**src/rtl/irq_nest_ctrl_if.sv**
```systemverilog
// Bus between the nested interrupt controller and its surroundings:
// request lines, decoder eret, PC-unit handshake and status outputs.
interface irq_nest_ctrl_if;
  logic [2:0]  irq_in;
  logic [2:0]  irq_mask;
  logic        int_enable;
  logic        pc_ready;
  logic        eret;
  logic        take;
  logic [31:0] vector;
  logic [1:0]  save_slot;
  logic        restore;
  logic [1:0]  restore_slot;
  logic [2:0]  in_service;
  logic [2:0]  pending;
  logic [1:0]  depth;
  logic        err_spurious;

  modport master (
    output irq_in, irq_mask, int_enable, pc_ready, eret,
    input  take, vector, save_slot, restore, restore_slot,
           in_service, pending, depth, err_spurious
  );

  modport slave (
    input  irq_in, irq_mask, int_enable, pc_ready, eret,
    output take, vector, save_slot, restore, restore_slot,
           in_service, pending, depth, err_spurious
  );
endinterface

```
**src/rtl/irq_nest_ctrl.sv**
```systemverilog
// Three-level nested interrupt controller: edge capture, masking, strict
// priority preemption and take/restore sequencing of the PC backup slots.
module irq_nest_ctrl #(
  parameter logic [31:0] VEC_BASE    = 32'h0000_0038,
  parameter logic [31:0] VEC_STRIDE  = 32'h0000_0038,
  parameter int unsigned HOLD_CYCLES = 2
) (
  input logic           clk,
  input logic           clr,
  irq_nest_ctrl_if.slave bus
);

  localparam int unsigned LVL    = 3;
  localparam int unsigned SLOT_W = 2;
  localparam int unsigned CNT_W  = 4;
  localparam int unsigned VEC_W  = 32;

  typedef enum logic [1:0] {IDLE, TAKE, RET, HOLD} state_t;

  state_t              state_q, state_d;
  logic [LVL-1:0]      irq_q, pending_q, pending_d, in_service_q, in_service_d;
  logic [SLOT_W-1:0]   depth_q, depth_d, save_slot_q, save_slot_d;
  logic [SLOT_W-1:0]   restore_slot_q, restore_slot_d;
  logic [CNT_W-1:0]    cnt_q, cnt_d;
  logic [VEC_W-1:0]    vector_q, vector_d;
  logic                eret_pend_q, eret_pend_d, take_q, take_d;
  logic                restore_q, restore_d, err_q, err_d;

  logic [LVL-1:0]      edges, elig, top_mask, win_mask;
  logic [SLOT_W-1:0]   cur, winner;

  // Current service level (top in_service bit + 1) and the eligible winner
  always_comb begin
    edges = bus.irq_in & ~irq_q;
    if (in_service_q[2]) begin
      cur = 2'd3; top_mask = 3'b100;
    end else if (in_service_q[1]) begin
      cur = 2'd2; top_mask = 3'b010;
    end else if (in_service_q[0]) begin
      cur = 2'd1; top_mask = 3'b001;
    end else begin
      cur = 2'd0; top_mask = 3'b000;
    end
    elig[0] = pending_q[0] & ~bus.irq_mask[0] & (cur == 2'd0);
    elig[1] = pending_q[1] & ~bus.irq_mask[1] & (cur <= 2'd1);
    elig[2] = pending_q[2] & ~bus.irq_mask[2] & (cur <= 2'd2);
    winner   = elig[2] ? 2'd2 : (elig[1] ? 2'd1 : 2'd0);
    win_mask = LVL'(1) << winner;
  end

  // Next-state and next-output logic; pulses default low, everything else holds
  always_comb begin
    state_d        = state_q;
    pending_d      = pending_q | edges;
    in_service_d   = in_service_q;
    depth_d        = depth_q;
    eret_pend_d    = eret_pend_q;
    cnt_d          = cnt_q;
    take_d         = 1'b0;
    restore_d      = 1'b0;
    vector_d       = vector_q;
    save_slot_d    = save_slot_q;
    restore_slot_d = restore_slot_q;
    err_d          = err_q;
    case (state_q)
      IDLE: begin
        if (bus.eret || eret_pend_q) begin
          eret_pend_d = 1'b0;
          if (depth_q == 2'd0) begin
            err_d = 1'b1;
          end else begin
            restore_d      = 1'b1;
            restore_slot_d = depth_q - 2'd1;
            in_service_d   = in_service_q & ~top_mask;
            depth_d        = depth_q - 2'd1;
            state_d        = RET;
          end
        end else if (bus.int_enable && bus.pc_ready && (|elig)) begin
          take_d       = 1'b1;
          vector_d     = VEC_BASE + VEC_W'(winner) * VEC_STRIDE;
          save_slot_d  = depth_q;
          in_service_d = in_service_q | win_mask;
          pending_d    = pending_d & ~win_mask;
          depth_d      = depth_q + 2'd1;
          state_d      = TAKE;
        end
      end
      TAKE, RET: begin
        if (bus.eret) eret_pend_d = 1'b1;
        cnt_d   = CNT_W'(HOLD_CYCLES - 1);
        state_d = HOLD;
      end
      HOLD: begin
        if (bus.eret) eret_pend_d = 1'b1;
        if (cnt_q == CNT_W'(0)) state_d = IDLE;
        else                    cnt_d   = cnt_q - CNT_W'(1);
      end
      default: state_d = IDLE;
    endcase
  end

  always_ff @(posedge clk or posedge clr) begin
    if (clr) begin
      state_q        <= IDLE;
      irq_q          <= '0;
      pending_q      <= '0;
      in_service_q   <= '0;
      depth_q        <= '0;
      eret_pend_q    <= 1'b0;
      cnt_q          <= '0;
      take_q         <= 1'b0;
      restore_q      <= 1'b0;
      vector_q       <= '0;
      save_slot_q    <= '0;
      restore_slot_q <= '0;
      err_q          <= 1'b0;
    end else begin
      state_q        <= state_d;
      irq_q          <= bus.irq_in;
      pending_q      <= pending_d;
      in_service_q   <= in_service_d;
      depth_q        <= depth_d;
      eret_pend_q    <= eret_pend_d;
      cnt_q          <= cnt_d;
      take_q         <= take_d;
      restore_q      <= restore_d;
      vector_q       <= vector_d;
      save_slot_q    <= save_slot_d;
      restore_slot_q <= restore_slot_d;
      err_q          <= err_d;
    end
  end

  assign bus.take         = take_q;
  assign bus.vector       = vector_q;
  assign bus.save_slot    = save_slot_q;
  assign bus.restore      = restore_q;
  assign bus.restore_slot = restore_slot_q;
  assign bus.in_service   = in_service_q;
  assign bus.pending      = pending_q;
  assign bus.depth        = depth_q;
  assign bus.err_spurious = err_q;

endmodule

```
**src/flat_wrapper.sv**
```systemverilog
// flat-port wrapper written by rule: the top's interface ports become plain ports
module irq_nest_ctrl_flat 
#(
  parameter logic [31:0] VEC_BASE    = 32'h0000_0038,
  parameter logic [31:0] VEC_STRIDE  = 32'h0000_0038,
  parameter int unsigned HOLD_CYCLES = 2
)
  (clk, clr, bus_irq_in, bus_irq_mask, bus_int_enable, bus_pc_ready, bus_eret, bus_take, bus_vector, bus_save_slot, bus_restore, bus_restore_slot, bus_in_service, bus_pending, bus_depth, bus_err_spurious);
  irq_nest_ctrl_if bus_i ();
  input logic clk;
  input logic clr;
  input wire logic [$bits(bus_i.irq_in)-1:0] bus_irq_in;
  input wire logic [$bits(bus_i.irq_mask)-1:0] bus_irq_mask;
  input wire logic [$bits(bus_i.int_enable)-1:0] bus_int_enable;
  input wire logic [$bits(bus_i.pc_ready)-1:0] bus_pc_ready;
  input wire logic [$bits(bus_i.eret)-1:0] bus_eret;
  output wire logic [$bits(bus_i.take)-1:0] bus_take;
  output wire logic [$bits(bus_i.vector)-1:0] bus_vector;
  output wire logic [$bits(bus_i.save_slot)-1:0] bus_save_slot;
  output wire logic [$bits(bus_i.restore)-1:0] bus_restore;
  output wire logic [$bits(bus_i.restore_slot)-1:0] bus_restore_slot;
  output wire logic [$bits(bus_i.in_service)-1:0] bus_in_service;
  output wire logic [$bits(bus_i.pending)-1:0] bus_pending;
  output wire logic [$bits(bus_i.depth)-1:0] bus_depth;
  output wire logic [$bits(bus_i.err_spurious)-1:0] bus_err_spurious;
  assign bus_i.irq_in = bus_irq_in;
  assign bus_i.irq_mask = bus_irq_mask;
  assign bus_i.int_enable = bus_int_enable;
  assign bus_i.pc_ready = bus_pc_ready;
  assign bus_i.eret = bus_eret;
  assign bus_take = bus_i.take;
  assign bus_vector = bus_i.vector;
  assign bus_save_slot = bus_i.save_slot;
  assign bus_restore = bus_i.restore;
  assign bus_restore_slot = bus_i.restore_slot;
  assign bus_in_service = bus_i.in_service;
  assign bus_pending = bus_i.pending;
  assign bus_depth = bus_i.depth;
  assign bus_err_spurious = bus_i.err_spurious;
  irq_nest_ctrl #(.VEC_BASE(VEC_BASE), .VEC_STRIDE(VEC_STRIDE), .HOLD_CYCLES(HOLD_CYCLES)) u_core (.clk(clk), .clr(clr), .bus(bus_i));
endmodule
```
**config.mk**
```make
export PLATFORM = sky130hd
export DESIGN_NAME = irq_nest_ctrl_flat
export DESIGN_NICKNAME = d
export VERILOG_FILES = /design/src/rtl/irq_nest_ctrl_if.sv /design/src/rtl/irq_nest_ctrl.sv /design/src/flat_wrapper.sv
export SDC_FILE = /design/constraint.sdc
export NUM_CORES = 1
export LEC_CHECK = 0
export CAP_MARGIN = 10
export CORE_MARGIN = 8
export CORE_UTILIZATION = 35
export DETAILED_ROUTE_END_ITERATION = 7
export PLACE_DENSITY = 0.68
export SETUP_SLACK_MARGIN = 0.2
export SLEW_MARGIN = 20
export SYNTH_ARGS = -nofsm -noshare
export SYNTH_HDL_FRONTEND = slang
export SYNTH_SLANG_ARGS = --single-unit
```
**constraint.sdc**
```tcl
create_clock -name clk -period 2.1 [get_ports clk]
set_clock_uncertainty 0.05 [all_clocks]
set_input_delay 0.42 -clock clk [delete_from_list [all_inputs] [get_ports clk]]
set_output_delay 0.42 -clock clk [all_outputs]
set_load 0.03 [all_outputs]
```
# Yosys cells after proc, flatten, opt, wreduce, memory -nomap -nowiden
# Index checks and enable logic that the tools add are counted.
[word_totals] out_inout_bits=47 in_bits=11 register_bits=57 word_cells=102
[classes] reduce_logical=19 n_shift=1 n_mux=33 n_addsub=4 order_cmp=2 eq_ne=10 n_bitwise=19 n_mul=1
[op_table] operator="3-bit 2-to-1 mux" count=8
[op_table] operator="2-bit 2-to-1 mux" count=10
[op_table] operator="3-bit AND reduction" count=5
[op_table] operator="1-bit 2-to-1 mux" count=11
[op_table] operator="6-bit by 8-bit adder with 9-bit output (first input constant)" count=1
[op_table] operator="3-bit AND" count=3
[op_table] operator="3-bit inverter" count=3
[op_table] operator="4-bit one-hot mux with 2 select lines" count=1
[op_table] operator="1-bit AND" count=6
[op_table] operator="2-bit zero test" count=3
[op_table] operator="2-bit by 1-bit inequality test with 1-bit output (second input constant)" count=3
[op_table] operator="3-bit OR" count=2
[op_table] operator="2-bit one-hot mux with 3 select lines" count=1
[op_table] operator="3-bit OR reduction" count=2
[op_table] operator="2-bit by 3-bit multiplier with 5-bit output (second input constant)" count=1
[op_table] operator="1-bit inverter" count=5
[op_table] operator="2-bit equality test (second input constant)" count=2
[op_table] operator="4-bit zero test" count=1
[op_table] operator="4-bit 2-to-1 mux" count=1
[op_table] operator="2-bit inequality test (second input constant)" count=2
[op_table] operator="2-bit AND reduction" count=2
[op_table] operator="2-bit nonzero test" count=2
[op_table] operator="4-bit by 1-bit subtractor with 4-bit output (second input constant)" count=1
[op_table] operator="3-bit by 1-bit inequality test with 1-bit output (second input constant)" count=1
[op_table] operator="11 further kinds" count=12

# Depth between registers and ports, before layout
# Gate-level depths: netlist of the first run.
[depth] word_depth=13 ltp_mapped=8 ltp_nobuf=7

# Worst setup path after synthesis of the first run
# Ideal clock, no wire load.
[synth_timing] path_kind="flip-flop to flip-flop" start="register u_core.state_q[0]" end="register u_core.pending_q[0], in the netlist u_core.bus.pending[0]" required_ns=1.928 path_buffers=2 path_stages_with_launch=9 setup_slack_ns=-0.137 t_arrival_ns=2.065 setup_time_ns=0.122 synth_period_minus_slack_ns=2.237 cell_sequence="dfrtp_1 > inv_1 > ha_1 > or3b_1 > buf_2 > or3_4 > or2_4 > buf_6 > o22a_1"
[synth_via] elab_chain_cells=2
[synth_lines] item="from (decl)" line="irq_nest_ctrl.sv:20" source="state_t state_q, state_d;"
[synth_lines] item="from (signal assigned)" line="irq_nest_ctrl.sv:118" source="state_q <= state_d;"
[synth_lines] item="2-bit zero test" line="irq_nest_ctrl.sv:65" source="case (state_q)"
[synth_lines] item="3-bit 2-to-1 mux" line="irq_nest_ctrl.sv:65"
[synth_lines] item="via u_core.pending_d[0]" line="irq_nest_ctrl.sv:21" source="logic [LVL-1:0] irq_q, pending_q, pending_d, in_service_q, in_service_d;"
[synth_lines] item="to (signal assigned)" line="irq_nest_ctrl.sv:120" source="pending_q <= pending_d;"
[synth_lines] item="to (decl)" line="irq_nest_ctrl.sv:21"
# The timed path passes the listed nets, and every way through them passes these cells.
# A chain may end at the register's enable or synchronous reset.

# Final worst setup path of the first run
[layout_timing] start="register u_core.state_q[0]" end="register u_core.save_slot_q[0], in the netlist u_core.bus.save_slot[0]"
[layout_via] elab_chain_cells=2
[layout_lines] item="2-bit zero test" line="irq_nest_ctrl.sv:65"
[layout_lines] item="3-bit AND reduction (no source line)"
[layout_lines] item="to (signal assigned)" line="irq_nest_ctrl.sv:128" source="save_slot_q <= save_slot_d;"
[layout_lines] item="to (decl)" line="irq_nest_ctrl.sv:22" source="logic [SLOT_W-1:0] depth_q, depth_d, save_slot_q, save_slot_d;"
# Every way passes these cells.

==> results of run 1 <==
stage by stage:
step           setup WS, ps  setup TNS (ps)
2_1_floorplan          -109            -337
4_1_cts                88.7               0
3_3_place_gp           -225           -2370
6_report               92.0               0
5_1_grt                50.0               0
3_5_place_dp           -212           -2210
cells in the mapped netlist, drive strengths merged:
cell type / number
nor2b: 3
or2: 3
nor3: 3
mux2i: 1
a311oi: 2
nand3: 1
conb: 1
a32oi: 1
ha: 5
nor2: 9
nand2b: 2
o211ai: 1
a211oi: 1
o22a: 2
or3b: 3
and2: 1
o21a: 1
a21oi: 4
or4b: 1
o31ai: 1
dfrtp: 31
or3: 1
or2b: 1
nor4b: 1
clkbuf: 1
inv: 15
o32ai: 1
o2111a: 2
a21o: 2
o221ai: 1
a22o: 1
a211o: 1
nor3b: 1
xnor2: 2
nor4: 1
xor2: 1
o21ai: 10
buf: 28
nand2: 7
path summary, 6_finish.rpt:
path / startpoint / to / depth (start not counted)
max: u_core.state_q[0] / u_core.bus.save_slot[0] / 6
min: u_core.bus.err_spurious / u_core.bus.err_spurious / 1
max reg2reg: u_core.state_q[0] / u_core.bus.save_slot[0] / 6
min reg2reg: u_core.bus.err_spurious / u_core.bus.err_spurious / 1
max in group asynchronous: clr / u_core.bus.in_service[1] / 3
min in group asynchronous: clr / u_core.bus.vector[3] / 3
cell type report:
| class | instances | share of cell area [%] |
|---|---|---|
| sequential | 31 | 36.6 |
| multi-input combinational | 105 | 32.9 |
| timing repair buffer | 44 | 19.2 |
| clock buffer | 6 | 3.89 |
| tap | 52 | 3.06 |
| inverter | 15 | 2.65 |
| clock inverter | 2 | 1.65 |
where the power goes:
group	leakage (nW)	internal, W	switching, W
Clock	0.0612	0.000384	0.000222
Sequential	0.370	0.000794	0.000134
Combinational	0.608	0.000655	0.000811
layer usage:
layer / vias up / wire [um]
li1: 568 / -
met3: 2 / 318
met5: - / 0
met4: 0 / 17
met2: 39 / 1740
met1: 562 / 1550
what timing repair did:
item	4_1_cts	5_1_grt
pin swaps	2	6
resized for setup	10	10
gates cloned	1	0
endpoints found under the hold margin	0	0
setup buffers	1	1
endpoints found under the setup margin	17	20
state kept, by name, indices dropped and copies added (netlist names):
register	cells
u_core.bus.vector	6
u_core.cnt_q	4
u_core.bus.in_service	3
u_core.bus.pending	3
u_core.irq_q	3
u_core.bus.depth	2
u_core.bus.restore_slot	2
u_core.bus.save_slot	2
u_core.state_q	2
u_core.bus.err_spurious	1
u_core.bus.restore	1
u_core.bus.take	1
u_core.eret_pend_q	1
logic make-up (layout without fill, tap and decap cells):
kind of cell	after synthesis	in the layout
DFF	31	31
muxes	1	1
other	1	26
xor gates and xnor gates	3	3
buffers and inverters	44	67
adders and majority gates	5	5
and+or+nand+nor	38	39
AOI/OAI and AO/OA	31	31
cell usage in the layout (no fill, tap or decap), types with 3 or more instances in the layout:
cell type | netlist | layout
dfrtp_1 | 31 | 30
clkdlybuf4s50_1 | 0 | 28
conb_1 | 1 | 26
inv_1 | 15 | 13
buf_4 | 26 | 13
nor2_1 | 9 | 8
nand2_1 | 7 | 6
o21ai_0 | 8 | 6
clkbuf_8 | 0 | 6
ha_1 | 5 | 4
nor2b_1 | 3 | 3
nor3_1 | 3 | 3
a21oi_1 | 4 | 3
==> out/results.ini, run 1 <==
[clock_tree]
clkTransAtPathRegs_ps = 70
cts_tree = built
clock_latency_ps = 280
root_buffer = clkbuf_8
cts_buffers = 5
cts_htree_levels = 2
clock_sinks = 31
cts.hold.buffers_added = 0
cts_buffer_depth = 2

[place]
gp_congestion = 0.823
dp_hpwl_um = 2560
post-place-cells = 244
placed_area_um2 = 1920
portBuffers = 31

[job]
cap_viol_max_count = 0

[finish]
n_antenna_cell = 0
areaGrowthSynthToFinish_pct = 34.2
seqCellArea_um2 = 777
multi_input_area_um2 = 699
final_cell_area_um2 = 2120
nNetsFinal = 218
drive_above_1_share_pct = 20.2
fill_cells = 422
final_util_pct = 48.8
final_cell_count_no_fill = 255

[setup_path]
cp.required_ps = 2220
path_class = flip-flop to flip-flop
crit_buf_inv = 1
cp-start-kind = flip-flop
crit_family = simple AND/OR/NAND/NOR gates
slowest_delay_ps = 390
cp.arrival_ps = 2130
worst-path-max-fanout = 6
worst-r2r-setup-slack_ps = 90
cp-end-kind = flip-flop
slowest_stage = dfrtp_1
crit_chain = inv_2 > ha_4 > or3b_4 > or3_4 > or2_4 > a22o_1

[routing]
ant_nets = 0
drt-total-wl_um = 3620
dr.pass1.iters = 4
dr.first_iter.drc_count = 58
drc = 0
routed_via_density = 4.59
vias = 1171
routedWlPerCell_um = 14.2

[synthesis]
synth_cells = 154
yosys_warnings = 0
synth.ff_latch_count = 31
syn_avg_cell_area_um2 = 10.3
synth_top_cell_area_share_pct = 49.0
synthesis.area_um2 = 1580
synth-compound-area-share_pct = 13.7
synth_top_area_cell = dfrtp_1
ys_seq_area_share_pct = 49.0
synth_fa_ha_area_share_pct = 3.95
synth_top_family_by_area = buffers and inverters
yosys.area_share.simple_pct = 13.7
synth.area.top_cells = dfrtp_1 49%, buf_4 12%, ha_1 4.0%
synth_cell_types = 44
synthXorXnorAreaFrac_pct = 1.66
synth_mux_area_share_pct = 0.632

[global_route]
antenna_found_initial = 0
use_met3_pct = 5.37
grt_use_total_pct = 10.2
top_usage_layer = met2
grt_max_degree = 32
grt.overflow.total = 0
globalRouteMet2Util_pct = 16.2
first_global_vias = 1231
grt_first_pass_wirelength_um = 5970
grt_use_met1_pct = 11.9

[die]
rows = 24
pin_count = 58
coreArea_um2 = 4350
dieArea_um2 = 6930
fp.dieW_um = 83.2
dieHeight_um = 83.2
start_util_pct = 36.4

[sta]
fmax_ghz = 0.498
setup_viol = 0
period_minus_slack_ps = 2010
slew_violations = 0
hold_violations = 0
timing.hold.ws_ps = 413
fin_crit_sh_pct = 95.6
rsz0062_at_grt = yes

[pwr]
power_density_nw_per_um2 = 1410
p_leak_nw = 1.04
vdd_ir_drop_max_mv = 0.832
post-layout-total-power_w = 0.00300

[min_path]
hold_path.class = flip-flop to flip-flop

[status]
outcome = finished, final reports clean

Note: power is estimated with default switching activity, not from simulation.
==> run 2: changes to the inputs <==
- CTS_BUF_LIST: default -> sky130_fd_sc_hd__clkbuf_4
- GPL_TIMING_DRIVEN: default -> 0
==> out/results.ini, run 2 (synthesis results as in run 1) <==
[status]
outcome = finished, violations left
violations = negative setup slack

[sta]
setup_viol = 9  ; +9
hold_violations = 0  ; unchanged
setup_ws_ps = -77.0  ; -169 ps
rsz0062_at_grt = yes
worst_slew_pin_slew_ps = 658
slew_violations = 0  ; unchanged
period_minus_slack_ps = 2180  ; +169 ps
finalSetupTns_ps = -245  ; -245 ps
slew_headroom_pct = 56.1
fmax_ghz = 0.459  ; -7.8%
fin_crit_sh_pct = 104  ; +8.1 points

[finish]
nNetsFinal = 245  ; +12%
multi_input_area_um2 = 703  ; +0.54%
final_common_cell = buf_4
final_cell_area_um2 = 2280  ; +7.6%
areaGrowthSynthToFinish_pct = 44.3
n_antenna_cell = 0  ; unchanged
drive_above_1_share_pct = 29.1  ; +8.9 points
largest_register_ffs = 6  ; unchanged
seqCellArea_um2 = 777  ; unchanged
final_cell_mix = 35 x buf_4, 30 x dfrtp_1, 26 x conb_1, 22 x clkdlybuf4s50_1, 12 x inv_1
fill_cells = 399  ; -5.5%

[pwr]
p_sw_share_pct = 41.5  ; +2.6 points
vdd_ir_drop_max_mv = 0.732  ; -12%
power_density_nw_per_um2 = 1220  ; -13%
netSwitchingPower_w = 0.00116  ; -0.55%
clkPwrFrac_pct = 11.8  ; -8.4 points
internal-power_w = 0.00164  ; -11%
seqPwrFrac_pct = 32.7  ; +1.8 points
p_leak_nw = 1.17  ; +12%
combPwrFrac_pct = 55.5  ; +6.6 points
post-layout-total-power_w = 0.00280  ; -6.7%

[routing]
dr.first_iter.drc_count = 44  ; -24%
routedWlPerCell_um = 12.7  ; -11%
dr.pass1.iters = 4  ; unchanged
drc = 0  ; unchanged
vias = 1246  ; +6.4%
routed_via_density = 4.42  ; -3.8%
drt-total-wl_um = 3570  ; -1.3%
ant_nets = 0  ; unchanged

[clock_tree]
cts_buffers = 5  ; unchanged
cts_tree = built
cts.hold.buffers_added = 0  ; unchanged
clock_latency_ps = 330  ; +50 ps
cts_htree_levels = 2  ; unchanged
cts_buffer_depth = 2  ; unchanged
clkTransAtPathRegs_ps = 90  ; +20 ps
root_buffer = clkbuf_4
clock_sinks = 31  ; unchanged

[global_route]
antenna_found_initial = 0  ; unchanged
first_global_vias = 1238  ; +0.57%
grt_use_total_pct = 10.7  ; +0.42 points
grt.overflow.total = 0  ; unchanged
grt_first_pass_wirelength_um = 6020  ; +0.92%
grt_max_degree = 32  ; unchanged

[place]
placed_area_um2 = 2060  ; +7.2%
gp_congestion = 0.753  ; -8.4%
portBuffers = 31  ; unchanged
dp_hpwl_um = 2560  ; about the same
place_ws_ps = -416  ; -204 ps

[min_path]
hold_path.startpoint = u_core.bus.vector[5]
min_delay_path_depth = 1  ; unchanged
hold_path.class = flip-flop to flip-flop
hold_end = u_core.bus.vector[5]

[setup_path]
path_class = flip-flop to flip-flop
cp-start-kind = flip-flop
worst-r2r-setup-slack_ps = -80  ; -170 ps
cp.required_ps = 2270  ; +50 ps
r2r_start = u_core.state_q[0]
worst_r2r_path_depth = 8  ; +2
cp-end-kind = flip-flop
worst-path-max-fanout = 5  ; -1
cp.arrival_ps = 2350  ; +220 ps
r2r_end = u_core.bus.pending[0]

[die]
rows = 24  ; unchanged
start_util_pct = 36.4  ; unchanged
fp.dieW_um = 83.2  ; unchanged
coreArea_um2 = 4350  ; unchanged
pin_count = 58  ; unchanged
dieArea_um2 = 6930  ; unchanged
dieHeight_um = 83.2  ; unchanged

[job]
cap_viol_max_count = 0  ; unchanged

-- run 2: cell types whose count changed in the layout (fill, tap and decap cells not counted), moves of 4 or more --
| cell | delta |
|---|---|
| buf_4 | +22 |
| buf_6 | +4 |
| clkdlybuf4s50_1 | -6 |
| clkbuf_4 | +6 |
| clkbuf_8 | -6 |
-- run 2: worst max-delay path: stages, from the launching register on --
cell and delay, ps:
dfrtp_1 400, inv_2 90, ha_4 130, or3b_4 370, buf_6 120, or3_4 320, or2_4 260, buf_6 140
o22a_1 190
-- run 2: worst max path at each step --
stage	from	end	cells after the start
final	u_core.state_q[0]	u_core.bus.pending[0]	8
after global routing	u_core.state_q[0]	u_core.bus.pending[0]	8
after CTS	u_core.state_q[0]	u_core.bus.pending[0]	8
after detailed placement	bus_eret	u_core.bus.pending[0]	7
after global placement	bus_eret	u_core.bus.pending[0]	7
after floorplan	u_core.state_q[1]	u_core.bus.pending[0]	8
-- run 2: layer usage --
| metal | share of wire, % | GRT usage (%) | wire (um) | up-vias |
|---|---|---|---|---|
| met5 | 0 | 0 | 0 | - |
| met4 | 1.8 | 4.79 | 65 | 0 |
| met3 | 10 | 5.18 | 367 | 8 |
| met2 | 47 | 16.7 | 1670 | 45 |
| met1 | 41 | 11.9 | 1470 | 574 |
| li1 | - | - | - | 619 |
-- run 2: area by class of cell --
type | instances | share of cell area (%)
buffer | 29 | 9.69
clock buffer | 6 | 1.97
clock inverter | 2 | 0.329
inverter | 15 | 2.46
multi-input combinational | 104 | 30.8
sequential | 31 | 34.0
tap | 52 | 2.85
timing repair buffer | 43 | 17.9
-- run 2: through the flow --
stage	cells	util, %	hold WS [ps]
6_report	282	52.5	422
2_1_floorplan	179	-	401
3_3_place_gp	262	47.4	402
5_1_grt	282	52.5	464
4_1_cts	278	50.9	427
3_5_place_dp	262	47.4	404
-- run 2: power by group through the flow --
stage	logic, W	registers (W)	clock network, W
5_1_grt	0.00169	0.000948	0.000371
3_3_place_gp	0.00133	0.000928	0
4_1_cts	0.00147	0.000920	0.000345
6_report	0.00155	0.000915	0.000329
2_1_floorplan	0.000670	0.00117	0
3_5_place_dp	0.00135	0.000934	0
-- run 2: timing repair --
action / 4_1_cts / 5_1_grt
buffers inserted: 7 / 4
cloned: 1 / 0
pin swaps: 6 / 11
endpoints found under the setup margin: 23 / 25
gates resized for setup: 17 / 11
